**config.mk**
```make
export PLATFORM = sky130hd
export DESIGN_NAME = turn_signal_seq
export DESIGN_NICKNAME = d
export VERILOG_FILES = /design/src/rtl/turn_signal_pkg.sv /design/src/rtl/turn_signal_prescaler.sv /design/src/rtl/turn_signal_seq.sv
export SDC_FILE = /design/constraint.sdc
export NUM_CORES = 1
export LEC_CHECK = 0
export ABC_CLOCK_PERIOD_IN_PS = 2200
export CORE_AREA = 2 2 39 41
export CTS_CLUSTER_SIZE = 8
export DETAILED_ROUTE_END_ITERATION = 8
export DIE_AREA = 0 0 41 43
export MAX_ROUTING_LAYER = met4
export PLACE_DENSITY = 0.69
export SLEW_MARGIN = 20
export SYNTH_ARGS = -nofsm -noshare
export SYNTH_HDL_FRONTEND = slang
export SYNTH_SLANG_ARGS = --single-unit
```
**constraint.sdc**
```tcl
create_clock -name clk -period 2.2 [get_ports clk]
set_input_delay 0.55 -clock clk [delete_from_list [all_inputs] [get_ports clk]]
set_output_delay 0.55 -clock clk [all_outputs]
set_load 0.005 [all_outputs]
```
**src/rtl/turn_signal_pkg.sv**
```systemverilog
// Shared types and helpers for the turn_signal_seq tail-light sequencer.
package turn_signal_pkg;

  typedef enum logic [2:0] {
    IDLE    = 3'd0,
    SEQ_L   = 3'd1,
    SEQ_R   = 3'd2,
    HAZ_ON  = 3'd3,
    HAZ_OFF = 3'd4
  } state_t;

  localparam int unsigned MAX_LIGHTS = 16;

  // Width needed to hold values 0..n-1, never less than one bit.
  function automatic int unsigned cnt_width(input int unsigned n);
    return (n <= 1) ? 1 : $clog2(n);
  endfunction

  // Low k bits set, limited to the first 'lights' lamps.
  function automatic logic [MAX_LIGHTS-1:0] thermometer(input int unsigned k,
                                                        input int unsigned lights);
    logic [MAX_LIGHTS-1:0] t;
    t = '0;
    for (int unsigned i = 0; i < MAX_LIGHTS; i++) begin
      t[i] = (i < k) && (i < lights);
    end
    return t;
  endfunction

endpackage

```
**src/rtl/turn_signal_prescaler.sv**
```systemverilog
// Step prescaler: one tick every TICK_DIV cycles, restartable, optionally
// parked at the terminal count so an idle sequencer reacts on the next edge.
module turn_signal_prescaler
  import turn_signal_pkg::*;
#(
  parameter int unsigned TICK_DIV = 1
) (
  input  logic clk,
  input  logic reset,
  input  logic clr,
  input  logic sat,
  output logic tick
);

  localparam int unsigned CW = cnt_width(TICK_DIV);
  localparam logic [CW-1:0] P_LAST = CW'(TICK_DIV - 1);

  logic [CW-1:0] r_p;

  always_ff @(posedge clk) begin
    if (reset) begin
      r_p <= P_LAST;
    end else if (clr) begin
      r_p <= '0;
    end else if (r_p == P_LAST) begin
      r_p <= sat ? P_LAST : '0;
    end else begin
      r_p <= r_p + CW'(1);
    end
  end

  assign tick = (r_p == P_LAST);

endmodule

```
**src/rtl/turn_signal_seq.sv**
```systemverilog
// Left/right thermometer-sweep tail-light sequencer with hazard flashing.
// Optional completed-sweep counter output enabled by defining TURNSIG_CNT_EN.
module turn_signal_seq
  import turn_signal_pkg::*;
#(
  parameter int unsigned LIGHTS   = 3,
  parameter int unsigned TICK_DIV = 1
) (
  input  logic              clk,
  input  logic              reset,
  input  logic              left,
  input  logic              right,
  input  logic              hazard,
  output logic [LIGHTS-1:0] lightsL,
  output logic [LIGHTS-1:0] lightsR,
  output logic              busy
`ifdef TURNSIG_CNT_EN
  ,
  output logic [15:0]       sweep_cnt
`endif
);

  localparam int unsigned KW = cnt_width(LIGHTS + 1);
  localparam logic [KW-1:0] K_LAST = KW'(LIGHTS);

  state_t            r_state, w_state_nx;
  logic [KW-1:0]     r_k, w_k_nx;
  logic              w_tick;
  logic              w_clr;
  logic              w_sat;
  logic              w_haz_req;
  logic [LIGHTS-1:0] w_therm;

  // Both turn stalks together are treated as a hazard request.
  assign w_haz_req = hazard | (left & right);
  assign w_therm   = LIGHTS'(thermometer(32'(r_k), LIGHTS));
  assign w_clr     = (w_state_nx != r_state);
  assign w_sat     = (r_state == IDLE);

  turn_signal_prescaler #(
    .TICK_DIV (TICK_DIV)
  ) u_prescaler (
    .clk   (clk),
    .reset (reset),
    .clr   (w_clr),
    .sat   (w_sat),
    .tick  (w_tick)
  );

  always_ff @(posedge clk) begin
    if (reset) begin
      r_state <= IDLE;
      r_k     <= '0;
    end else begin
      r_state <= w_state_nx;
      r_k     <= w_k_nx;
    end
  end

  always_comb begin
    w_state_nx = r_state;
    w_k_nx     = r_k;
    lightsL    = '0;
    lightsR    = '0;
    busy       = (r_state != IDLE);
    case (r_state)
      IDLE: begin
        if (w_tick) begin
          if (w_haz_req) begin
            w_state_nx = HAZ_ON;
          end else if (left) begin
            w_state_nx = SEQ_L;
            w_k_nx     = KW'(1);
          end else if (right) begin
            w_state_nx = SEQ_R;
            w_k_nx     = KW'(1);
          end
        end
      end
      SEQ_L, SEQ_R: begin
        if (r_state == SEQ_L) lightsL = w_therm;
        else                  lightsR = w_therm;
        if (hazard) begin
          w_state_nx = HAZ_ON;
        end else if (w_tick) begin
          if (r_k == K_LAST) begin
            w_state_nx = IDLE;
            w_k_nx     = '0;
          end else begin
            w_k_nx = r_k + KW'(1);
          end
        end
      end
      HAZ_ON: begin
        lightsL = '1;
        lightsR = '1;
        if (w_tick) w_state_nx = HAZ_OFF;
      end
      HAZ_OFF: begin
        if (w_tick) w_state_nx = w_haz_req ? HAZ_ON : IDLE;
      end
      default: begin
        w_state_nx = IDLE;
        w_k_nx     = '0;
      end
    endcase
  end

`ifdef TURNSIG_CNT_EN
  logic        w_sweep_done;
  logic [15:0] r_sweep_cnt;

  // A final-step tick with hazard present is an abort, not a completion.
  assign w_sweep_done = ((r_state == SEQ_L) || (r_state == SEQ_R)) && !hazard &&
                        w_tick && (r_k == K_LAST);

  always_ff @(posedge clk) begin
    if (reset) begin
      r_sweep_cnt <= '0;
    end else if (w_sweep_done && (r_sweep_cnt != 16'hFFFF)) begin
      r_sweep_cnt <= r_sweep_cnt + 16'd1;
    end
  end

  assign sweep_cnt = r_sweep_cnt;
`endif

endmodule

```
==> flow_summary.json <==
{
  "fp.dieArea_sq_mm": 0.001763,
  "final.setup.worst_slack_ps": 101.0,
  "die_w_microns": 41,
  "synthDistinctLibCells": 28,
  "route.vias.total": 471,
  "wirelength_microns": 1085,
  "grt_overflow": 0,
  "routed_met1_length_microns": 512,
  "combPwrFrac_pct": 32.6,
  "top_signal_layer_used": "met3",
  "postSynth.topFlopCell": "dfxtp_1",
  "post-route-min-period_ps": 2099,
  "clkSlewWorstSetupHoldPaths_ps": 40,
  "placementRows": 14,
  "finalCoreUtilization_pct": 47.29,
  "finalCritPeriodShare_pct": 95.41,
  "numCtsBuffers": 3,
  "synthesized_flop_and_latch_total": 6,
  "whs_ps": 515.3,
  "drv_slew": 0,
  "worst_ep_required_time_ps": 1650,
  "mean_cell_area_of_the_mapped_netlist_sq_um": 7.811,
  "drive_gt1_share_pct": 21.52,
  "nFillCells": 145,
  "total_leakage_power_nw": 0.2482,
  "syn_inst": 66,
  "post_synth_edffs": 0,
  "crit_path_max_fanout": 4,
  "globalRouteTotalUtil_pct": 14.93,
  "switching_power_mw": 0.1102,
  "die_h_microns": 43,
  "clock_power_share_pct": 28.6,
  "via_per_inst": 4.958,
  "wire_length_of_the_first_global_routing_pass_microns": 1773,
  "report.power.total_mw": 0.3512,
  "nets": 89,
  "worstSetupPathType": "reg2out",
  "vdd_drop_max_mv": 0.2406,
  "coreArea_sq_mm": 0.001384,
  "power_frac_seq_pct": 38.8,
  "total_nets_after_synthesis": 74,
  "finalSetupViolations": 0,
  "post_route_clock_skew_ps": 3.446,
  "dp.final_hpwl_microns": 856.4,
  "status": "completed",
  "gpl.final_weighted_congestion": 0.7486,
  "syn2layout_area_growth_pct": 26.94,
  "dr_wl_met3_microns": 45,
  "post_synth_and_or_nand_nor_area_fraction_pct": 20.63,
  "io_pins": 12,
  "post_synth_xor_area_fraction_pct": 3.398,
  "placement.io_buffers": 11,
  "sw_frac_of_total_pct": 31.37,
  "crit_path_start_kind": "flip-flop",
  "cts.sinks": 6,
  "syn-cell-area_sq_um": 515.5,
  "internal_power_mw": 0.2410,
  "antenna_found_initial": 0,
  "cts_htree_levels": 1,
  "power.density_mw_per_mm2": 536.6,
  "multi_input_comb_area_sq_um": 342.8,
  "postRouteAntennaNets": 0,
  "cp_data_arrival_time_ps": 1550,
  "yosysWarningCount": 0,
  "ys_seq_area_share_pct": 23.30,
  "setup-tns-final_ps": 0,
  "grt_setup_unrepaired": "false",
  "initial_utilization_pct": 37.25,
  "insertion_delay_ps": 240,
  "cts_buffer_depth": 2,
  "max_freq_mhz": 476.4,
  "max_cap_violations": 0,
  "main_combinational_cell_family_by_area_after_synthesis": "compound AO/OA/AOI/OAI gates",
  "hold_violations": 0,
  "asyncSetResetFlopFracSynth_pct": 0,
  "synth_compound_area_share_pct": 32.52,
  "hold_buffers": 0,
  "first_global_vias": 447,
  "cts-root-buf": "clkbuf_4",
  "endpoint_kind": "primary output",
  "synth.mux.area_fraction_pct": 1.942,
  "min-delay-path-class": "reg2reg",
  "dr.first_iter.drc_count": 6,
  "met2_wirelength_microns": 527,
  "place_worst_setup_slack_ps": 182.4,
  "seq_area_sq_um": 125.1,
  "synthAdderAreaFrac_pct": 7.282,
  "drtPass1Iterations": 4,
  "routed_wire_length_per_instance_microns": 11.42,
  "drc": 0,
  "insertedDiodeCount": 0,
  "tritoncts": "built",
  "grt_max_degree": 14
}
## power groups by stage
stage	Combinational [mW]	Clock [mW]	Sequential, mW
floorplan	0.0839	0	0.126
detailed placement	0.115	0	0.136
finish	0.114	0.101	0.136
global route	0.128	0.114	0.137
global placement	0.114	0	0.136
CTS	0.116	0.105	0.134
## layout by cell type (no fill, tap or decap), drive strengths merged
master	netlist	layout
nor2	12	12
clkdlybuf4s50	0	11
a21oi	8	8
dfxtp	6	6
o21ai	6	6
inv	5	5
nand2	4	4
ha	3	3
clkbuf	0	3
nand2b	2	2
a2111oi	2	2
buf	3	2
a211oi	2	2
o2bb2ai	1	1
xnor2	1	1
a221oi	1	1
nor3	1	1
a31oi	1	1
xor2	1	1
nand3	1	1
mux2i	1	1
nor2b	1	1
or2b	1	1
nand3b	1	1
a21o	1	1
conb	1	1
## synthesized netlist by cell type, drive strengths merged, types with 2 or more instances
| library cell | number | share of area, % |
|---|---|---|
| ha | 3 | 7.3 |
| a211oi | 2 | 3.9 |
| nand2 | 4 | 2.9 |
| dfxtp | 6 | 23 |
| nor2 | 12 | 9.2 |
| a2111oi | 2 | 5.8 |
| o21ai | 6 | 6.6 |
| inv | 5 | 3.6 |
| a21oi | 8 | 7.8 |
| nand2b | 2 | 2.4 |
| buf | 3 | 6.6 |
## sequential cells by signal (all words and copies together), names as in the netlist
register         cells
r_state              3
u_prescaler.r_p      1
r_k                  2
## path summary, 6_finish.rpt
check / startpoint / endpoint / slack, ps / cells after the start
worst max-delay path: r_k[1] / lightsL[0] / 100 / 4
worst max register to register: r_k[0] / r_state[1] / 860 / 5
worst min-delay path: r_k[1] / r_k[1] / 520 / 2
worst min register to register: r_k[1] / r_k[1] / 520 / 2
## worst max-delay path: stages, from the launching register on
cell and delay (ps):
dfxtp_2 350, inv_1 80, ha_1 200, a21oi_1 160, clkdlybuf4s50_1 520
## metrics by stage
step           instances  instance area, sq um
2_1_floorplan         66                 515.5
3_3_place_gp          92                 626.9
3_5_place_dp          92                 626.9
4_1_cts               95                 649.4
5_1_grt               95                 654.4
6_report              95                 654.4
## routing by layer
metal,global-route usage (%),up-vias
met5,-,-
met4,8.000,0
li1,-,256
met2,22.50,13
met3,3.141,0
met1,17.74,202
## logic make-up after synthesis
logic type,Yosys count
xor+xnor,2
mux,1
fa+ha+maj,3
flops,6
simple gates,23
buf+inv,8
compound gates,22
other cells,1
## cell type report
type,count,area share [%]
Sequential cell,6,19.12
Clock buffer,3,3.442
Timing Repair Buffer,13,19.12
Multi-Input combinational cell,52,52.39
Inverter,5,2.868
Tap cell,16,3.059
## repair_timing
action / 4_1_cts / 5_1_grt
buffers inserted: 0 / 0
setup endpoints to repair: 0 / 6
gates resized for setup: 0 / 5
(Power assumes the default switching activity.)
